==> config.mk <==
export PLATFORM = sky130hd
export DESIGN_NAME = frame_decapsulation_module
export DESIGN_NICKNAME = d
export VERILOG_FILES = /design/src/rtl/frame_decapsulation_module.sv
export SDC_FILE = /design/constraint.sdc
export NUM_CORES = 1
export LEC_CHECK = 0
export BUFFER_PORTS_ARGS = -buffer_cell sky130_fd_sc_hd__buf_4
export CAP_MARGIN = 5
export CORE_ASPECT_RATIO = 0.6
export CORE_MARGIN = 2
export CORE_UTILIZATION = 40
export CTS_CLUSTER_DIAMETER = 150
export CTS_CLUSTER_SIZE = 16
export DETAILED_ROUTE_END_ITERATION = 7
export GPL_ROUTABILITY_DRIVEN = 0
export PLACE_DENSITY_LB_ADDON = 0.2
export SLEW_MARGIN = 40
export SYNTH_ARGS = -nofsm -noshare
export SYNTH_HDL_FRONTEND = slang
export SYNTH_SLANG_ARGS = --single-unit
export TNS_END_PERCENT = 10
==> constraint.sdc <==
create_clock -name i_clk -period 2.4 [get_ports i_clk]
set_input_delay 0.24 -clock i_clk [delete_from_list [all_inputs] [get_ports i_clk]]
set_output_delay 0.24 -clock i_clk [all_outputs]
set_load 0.03 [all_outputs]
==> src/rtl/frame_decapsulation_module.sv <==
// rtl/frame_decapsulation_module.sv - strips TSMP encapsulation and routes inner ARP/PTP and NMAC frames
// A one-word hold register gives the two-cycle input-to-output latency and lets a frame end be re-tagged on a gap.
module frame_decapsulation_module (
  input  logic         i_clk,
  input  logic         i_rst_n,
  input  logic [133:0] iv_data,
  input  logic         i_data_wr,
  output logic [133:0] ov_data,
  output logic         o_data_wr,
  output logic [133:0] ov_nmac_data,
  output logic         o_nmac_wr,
  output logic         o_trunc_pulse,
  output logic [15:0]  ov_tsmp_cnt,
  output logic [15:0]  ov_discard_cnt
);

  localparam logic [2:0] IDLE     = 3'd0;
  localparam logic [2:0] HEAD     = 3'd1;
  localparam logic [2:0] FWD_PORT = 3'd2;
  localparam logic [2:0] FWD_NMAC = 3'd3;
  localparam logic [2:0] DISCARD  = 3'd4;

  localparam logic [1:0] TAG_FIRST = 2'b01;
  localparam logic [1:0] TAG_MID   = 2'b11;
  localparam logic [1:0] TAG_LAST  = 2'b10;

  logic [2:0]   state, state_n;
  logic         hold_valid, hold_valid_n;
  logic [133:0] hold_data, hold_data_n;
  logic         hold_nmac, hold_nmac_n;
  logic         first_pending, first_n;

  logic         emit;
  logic [133:0] emit_word;
  logic         trunc;
  logic         tsmp_inc, disc_inc;

  logic [1:0]   in_tag;
  logic [15:0]  head_type;
  logic [7:0]   head_sub;
  logic [7:0]   head_outport;
  logic         sub_port, sub_nmac, head_port, head_ok;
  logic [8:0]   port_mask;
  logic [133:0] meta_word;

  assign in_tag       = iv_data[133:132];
  assign head_type    = iv_data[31:16];
  assign head_sub     = iv_data[15:8];
  assign head_outport = iv_data[7:0];

  always_comb begin
    sub_port  = (head_sub == 8'h00) || (head_sub == 8'h05);
    sub_nmac  = (head_sub == 8'h01);
    head_port = sub_port && (head_outport <= 8'd8);
    head_ok   = i_data_wr && (in_tag == TAG_MID) && (head_type == 16'hff01)
                && (head_port || sub_nmac);
    port_mask = 9'd1 << head_outport[3:0];
    meta_word = {6'b010000, 3'b110, 5'd0, port_mask, 1'b0, 1'b1, 109'd0};
  end

  always_comb begin
    state_n      = state;
    hold_valid_n = hold_valid;
    hold_data_n  = hold_data;
    hold_nmac_n  = hold_nmac;
    first_n      = first_pending;
    emit         = 1'b0;
    emit_word    = hold_data;
    trunc        = 1'b0;
    tsmp_inc     = 1'b0;
    disc_inc     = 1'b0;
    case (state)
      IDLE: begin
        // Drain the last word of the previous frame while a new one may already start.
        emit         = hold_valid;
        hold_valid_n = 1'b0;
        if (i_data_wr && (in_tag == TAG_FIRST)) begin
          state_n = HEAD;
        end
      end
      HEAD: begin
        if (head_ok) begin
          tsmp_inc = 1'b1;
          first_n  = 1'b1;
          if (head_port) begin
            hold_valid_n = 1'b1;
            hold_data_n  = meta_word;
            hold_nmac_n  = 1'b0;
            state_n      = FWD_PORT;
          end else begin
            hold_nmac_n = 1'b1;
            state_n     = FWD_NMAC;
          end
        end else begin
          disc_inc = 1'b1;
          state_n  = (!i_data_wr || (in_tag == TAG_LAST)) ? IDLE : DISCARD;
        end
      end
      FWD_PORT, FWD_NMAC: begin
        if (!i_data_wr || (in_tag == TAG_FIRST)) begin
          emit         = hold_valid;
          trunc        = hold_valid;
          emit_word    = {TAG_LAST, 4'd0, hold_data[127:0]};
          hold_valid_n = 1'b0;
          state_n      = IDLE;
        end else begin
          emit         = hold_valid;
          hold_valid_n = 1'b1;
          hold_data_n  = iv_data;
          if (first_pending && (in_tag != TAG_LAST)) begin
            hold_data_n[133:132] = hold_nmac ? TAG_FIRST : TAG_MID;
          end
          first_n = 1'b0;
          if (in_tag == TAG_LAST) begin
            state_n = IDLE;
          end
        end
      end
      DISCARD: begin
        if (!i_data_wr || (in_tag == TAG_LAST)) begin
          state_n = IDLE;
        end
      end
      default: state_n = IDLE;
    endcase
  end

  always_ff @(posedge i_clk or negedge i_rst_n) begin
    if (!i_rst_n) begin
      state          <= IDLE;
      hold_valid     <= 1'b0;
      hold_data      <= '0;
      hold_nmac      <= 1'b0;
      first_pending  <= 1'b0;
      ov_data        <= '0;
      o_data_wr      <= 1'b0;
      ov_nmac_data   <= '0;
      o_nmac_wr      <= 1'b0;
      o_trunc_pulse  <= 1'b0;
      ov_tsmp_cnt    <= '0;
      ov_discard_cnt <= '0;
    end else begin
      state         <= state_n;
      hold_valid    <= hold_valid_n;
      hold_data     <= hold_data_n;
      hold_nmac     <= hold_nmac_n;
      first_pending <= first_n;
      o_data_wr     <= emit && !hold_nmac;
      o_nmac_wr     <= emit && hold_nmac;
      o_trunc_pulse <= trunc;
      if (emit && !hold_nmac) begin
        ov_data <= emit_word;
      end
      if (emit && hold_nmac) begin
        ov_nmac_data <= emit_word;
      end
      if (tsmp_inc) begin
        ov_tsmp_cnt <= ov_tsmp_cnt + 16'd1;
      end
      if (disc_inc) begin
        ov_discard_cnt <= ov_discard_cnt + 16'd1;
      end
    end
  end

endmodule

==> summary.txt <==
unrepaired setup endpoints after global routing: false
Worst path slowest cell: dlygate4sd3_1
Ys Warns: 0
core box area: 42200 sq um
WL/cell: 18.3 um
first-pass GRT wire length: 78.1 mm
I/O pin count: 440
Root Driver: clkbuf_16
Cell Count, Final, Fillers Out: 2786
worst-skew pair later-pin latency: 0.59 ns
clock share of power: 0.330
Seq cells post-synth: 443
CP required: 2.86 ns
Comb power frac: 0.126
Reg power frac: 0.544
switching share of total power: 0.259
starting density of the core: 0.408
most frequent cells in the layout: nand2_1, buf_4, dfrtp_1
CP Buf/Inv Count: 4
Critical Path Max Stage Delay: 0.53 ns
run status: completed
largest net degree at the start of global routing: 89
deepest clock path buffer count: 3
CP endpoint kind: flop
WL final: 50.8 mm
Async SR Flop Fraction: 1.00
Area Growth Syn to Fin: 36.7%
Nets: 2354
Worst Tran Pin Value: 0.526 ns
synthesized area per cell: 10.4 sq um
DPL Wire Length: 35.0 mm
All-Layer GR Usage: 0.221
VDD IR-drop max: 0.578 mV
pre-CTS setup slack: -0.112 ns
crit-path max FO: 10
crit share post-route: 0.985
drt pass-1 iters: 5
Worst-path clk slew: 0.07 ns
placed instance count: 2621
worst path cell trace: dlygate4sd3_1, buf_4, or4_4, o31ai_4, nand3_1, o31ai_4, buf_4, clkbuf_16, mux2_2
commonest non-fill, non-tap cell in the layout: nand2_1
CP startpoint kind: input pin
ys flop type: dfrtp_1
cell accounting for the most synthesized area: dfrtp_1
die width: 272 um
static leakage: 12.0 nW
M2 GR Usage: 0.350
Setup WS post-layout: 0.0366 ns
internal power: 10.7 mW
Remaining Overflow, GRT: 0
DRC violations left: 0
TritonCTS Buffers: 31
Final Hold Fails: 0
FMAX: 423 MHz
# setup viols final: 0
Cell Area, Synth: 17200 sq um
port bufs: 439
Switch Pwr: 3.74 mW
max cap viols: 0
Num Clock Sinks: 443
die footprint: 44800 sq um
crit path DAT: 2.82 ns
PwrDens: 613 nW/um^2
fillers: 3733
Hold Crit Class: in -> reg
CTS tree: done
Post-CTS Resized: 0
Slew HR: 0.649
syn_nets: 1793
Synth cell types: 44
die span in y: 165 um
share of cells above drive strength 1: 0.244
via count of the first global-routing pass: 13637
Post-Route Skew: 0.0258 ns
Core Rows: 58
met1 usage: 0.314
most used routing layer: met2
Final ANT Viol Nets: 0
M3 GR Usage: 0.0366
Syn Inst Count: 1654
initial DRC count: 1164
WS Path Type: in -> reg
initial antenna violation count: 1
via count: 13646
H-Tree Depth: 1
EDFF count, synth: 0
Tmin final: 2.36 ns
post-synth top area share: 0.643
delay-heaviest family, CP: buffers and inverters
Final Slew Violations: 0
Seq/Total Area, Yosys: 0.643
Area contributors post-synth: dfrtp_1, nand2_1, mux2i_1
mean number of vias per cell: 4.90
[per-stage QoR]
stage / total power, mW / TNS, ns / hold slack [ns] / util / cell area, sq um
after CTS: 14.6 / 0 / 0.00196 / 0.557 / 23500
final: 14.4 / 0 / 0.0381 / 0.558 / 23600
after detailed placement: 9.65 / -6.22 / 0.149 / 0.508 / 21400
after global routing: 15.1 / 0 / 0.0195 / 0.558 / 23600
after global placement: 9.63 / -1.43 / 0.152 / 0.508 / 21400
after floorplan: 8.71 / 0 / -0.0556 / - / 17200
[worst reg2reg max path, stage by stage, from the launching register on]
cell,delay (ns)
dfrtp_1,0.46
nor2b_1,0.23
nand2b_1,0.22
o31ai_4,0.36
buf_4,0.18
clkbuf_16,0.17
mux2_2,0.35
[kinds of logic after synthesis]
logic type      after synthesis  share of synthesized area
simple gates                636                      0.148
fa+ha+maj                     2                    0.00145
buf+inv                     192                     0.0461
compound gates              246                     0.0848
flops                       443                      0.643
mux                         104                     0.0612
xor+xnor                     31                     0.0157
[synthesized netlist by cell type (3+ instances only)]
cell type / n
and4_1: 3
nand4_1: 8
inv_1: 102
nor2_1: 19
buf_1: 4
mux2_2: 11
and3_1: 4
a31oi_1: 3
xor2_1: 14
nor2b_1: 5
buf_6: 9
nor3_1: 18
mux2i_1: 93
clkbuf_1: 73
nand2b_1: 4
nor4_1: 6
o31a_1: 3
xnor2_1: 17
nand3_1: 13
dfrtp_1: 443
nand2_1: 548
o21ai_0: 186
a22o_1: 38
a21oi_1: 4
[power groups by stage]
| stage | clock network, mW | logic [mW] | registers (mW) |
|---|---|---|---|
| after detailed placement | 0 | 1.64 | 8.01 |
| after CTS | 4.93 | 1.83 | 7.86 |
| final | 4.77 | 1.81 | 7.87 |
| after global placement | 0 | 1.63 | 8.00 |
| after global routing | 5.22 | 1.94 | 7.89 |
| after floorplan | 0 | 0.326 | 8.39 |
[sequential cells by signal, summed over array words and instances (netlist names)]
signal / flops
hold_data: 134
ov_data: 134
ov_nmac_data: 134
ov_discard_cnt: 16
ov_tsmp_cnt: 16
state: 3
first_pending: 1
hold_nmac: 1
hold_valid: 1
o_data_wr: 1
o_nmac_wr: 1
o_trunc_pulse: 1
[final cells by class]
type	count	area [sq um]	area share
antenna	1	2.50	0.000106
clock buffer	31	776	0.0329
clock inverter	2	16.3	0.000690
inverter	104	390	0.0166
multi-input combinational	1019	5390	0.229
sequential	443	11100	0.470
tap	570	713	0.0303
timing repair buffer	616	5180	0.220
[routing by layer]
layer	routed length, um	part of all wire	vias to the layer above
li1	-	-	6442
met1	23100	0.45	6747
met2	23600	0.46	365
met3	2480	0.049	92
met4	1690	0.033	0
met5	0	0	-
[path summary, 6_finish.rpt]
kind | startpoint | end | slack, ns | cells after the start
worst max-delay path | iv_data[4] | hold_data[118]$_DFFE_PN0P_ | 0.04 | 9
worst min-delay path | iv_data[116] | hold_data[116]$_DFFE_PN0P_ | 0.04 | 3
worst max register to register | state[1]$_DFFE_PN0P_ | hold_data[118]$_DFFE_PN0P_ | 0.30 | 6
worst min register to register | ov_nmac_data[25]$_DFFE_PN0P_ | ov_nmac_data[25]$_DFFE_PN0P_ | 0.48 | 2
max in group asynchronous | i_rst_n | hold_data[50]$_DFFE_PN0P_ | 1.38 | 4
min in group asynchronous | i_rst_n | hold_data[24]$_DFFE_PN0P_ | 0.14 | 2
[timing repair]
item,4_1_cts,5_1_grt
endpoints found under the hold margin,518,0
buffers inserted,0,1
hold buffers,129,0
endpoints found under the setup margin,0,5
Power figures use the tool's default switching activity.
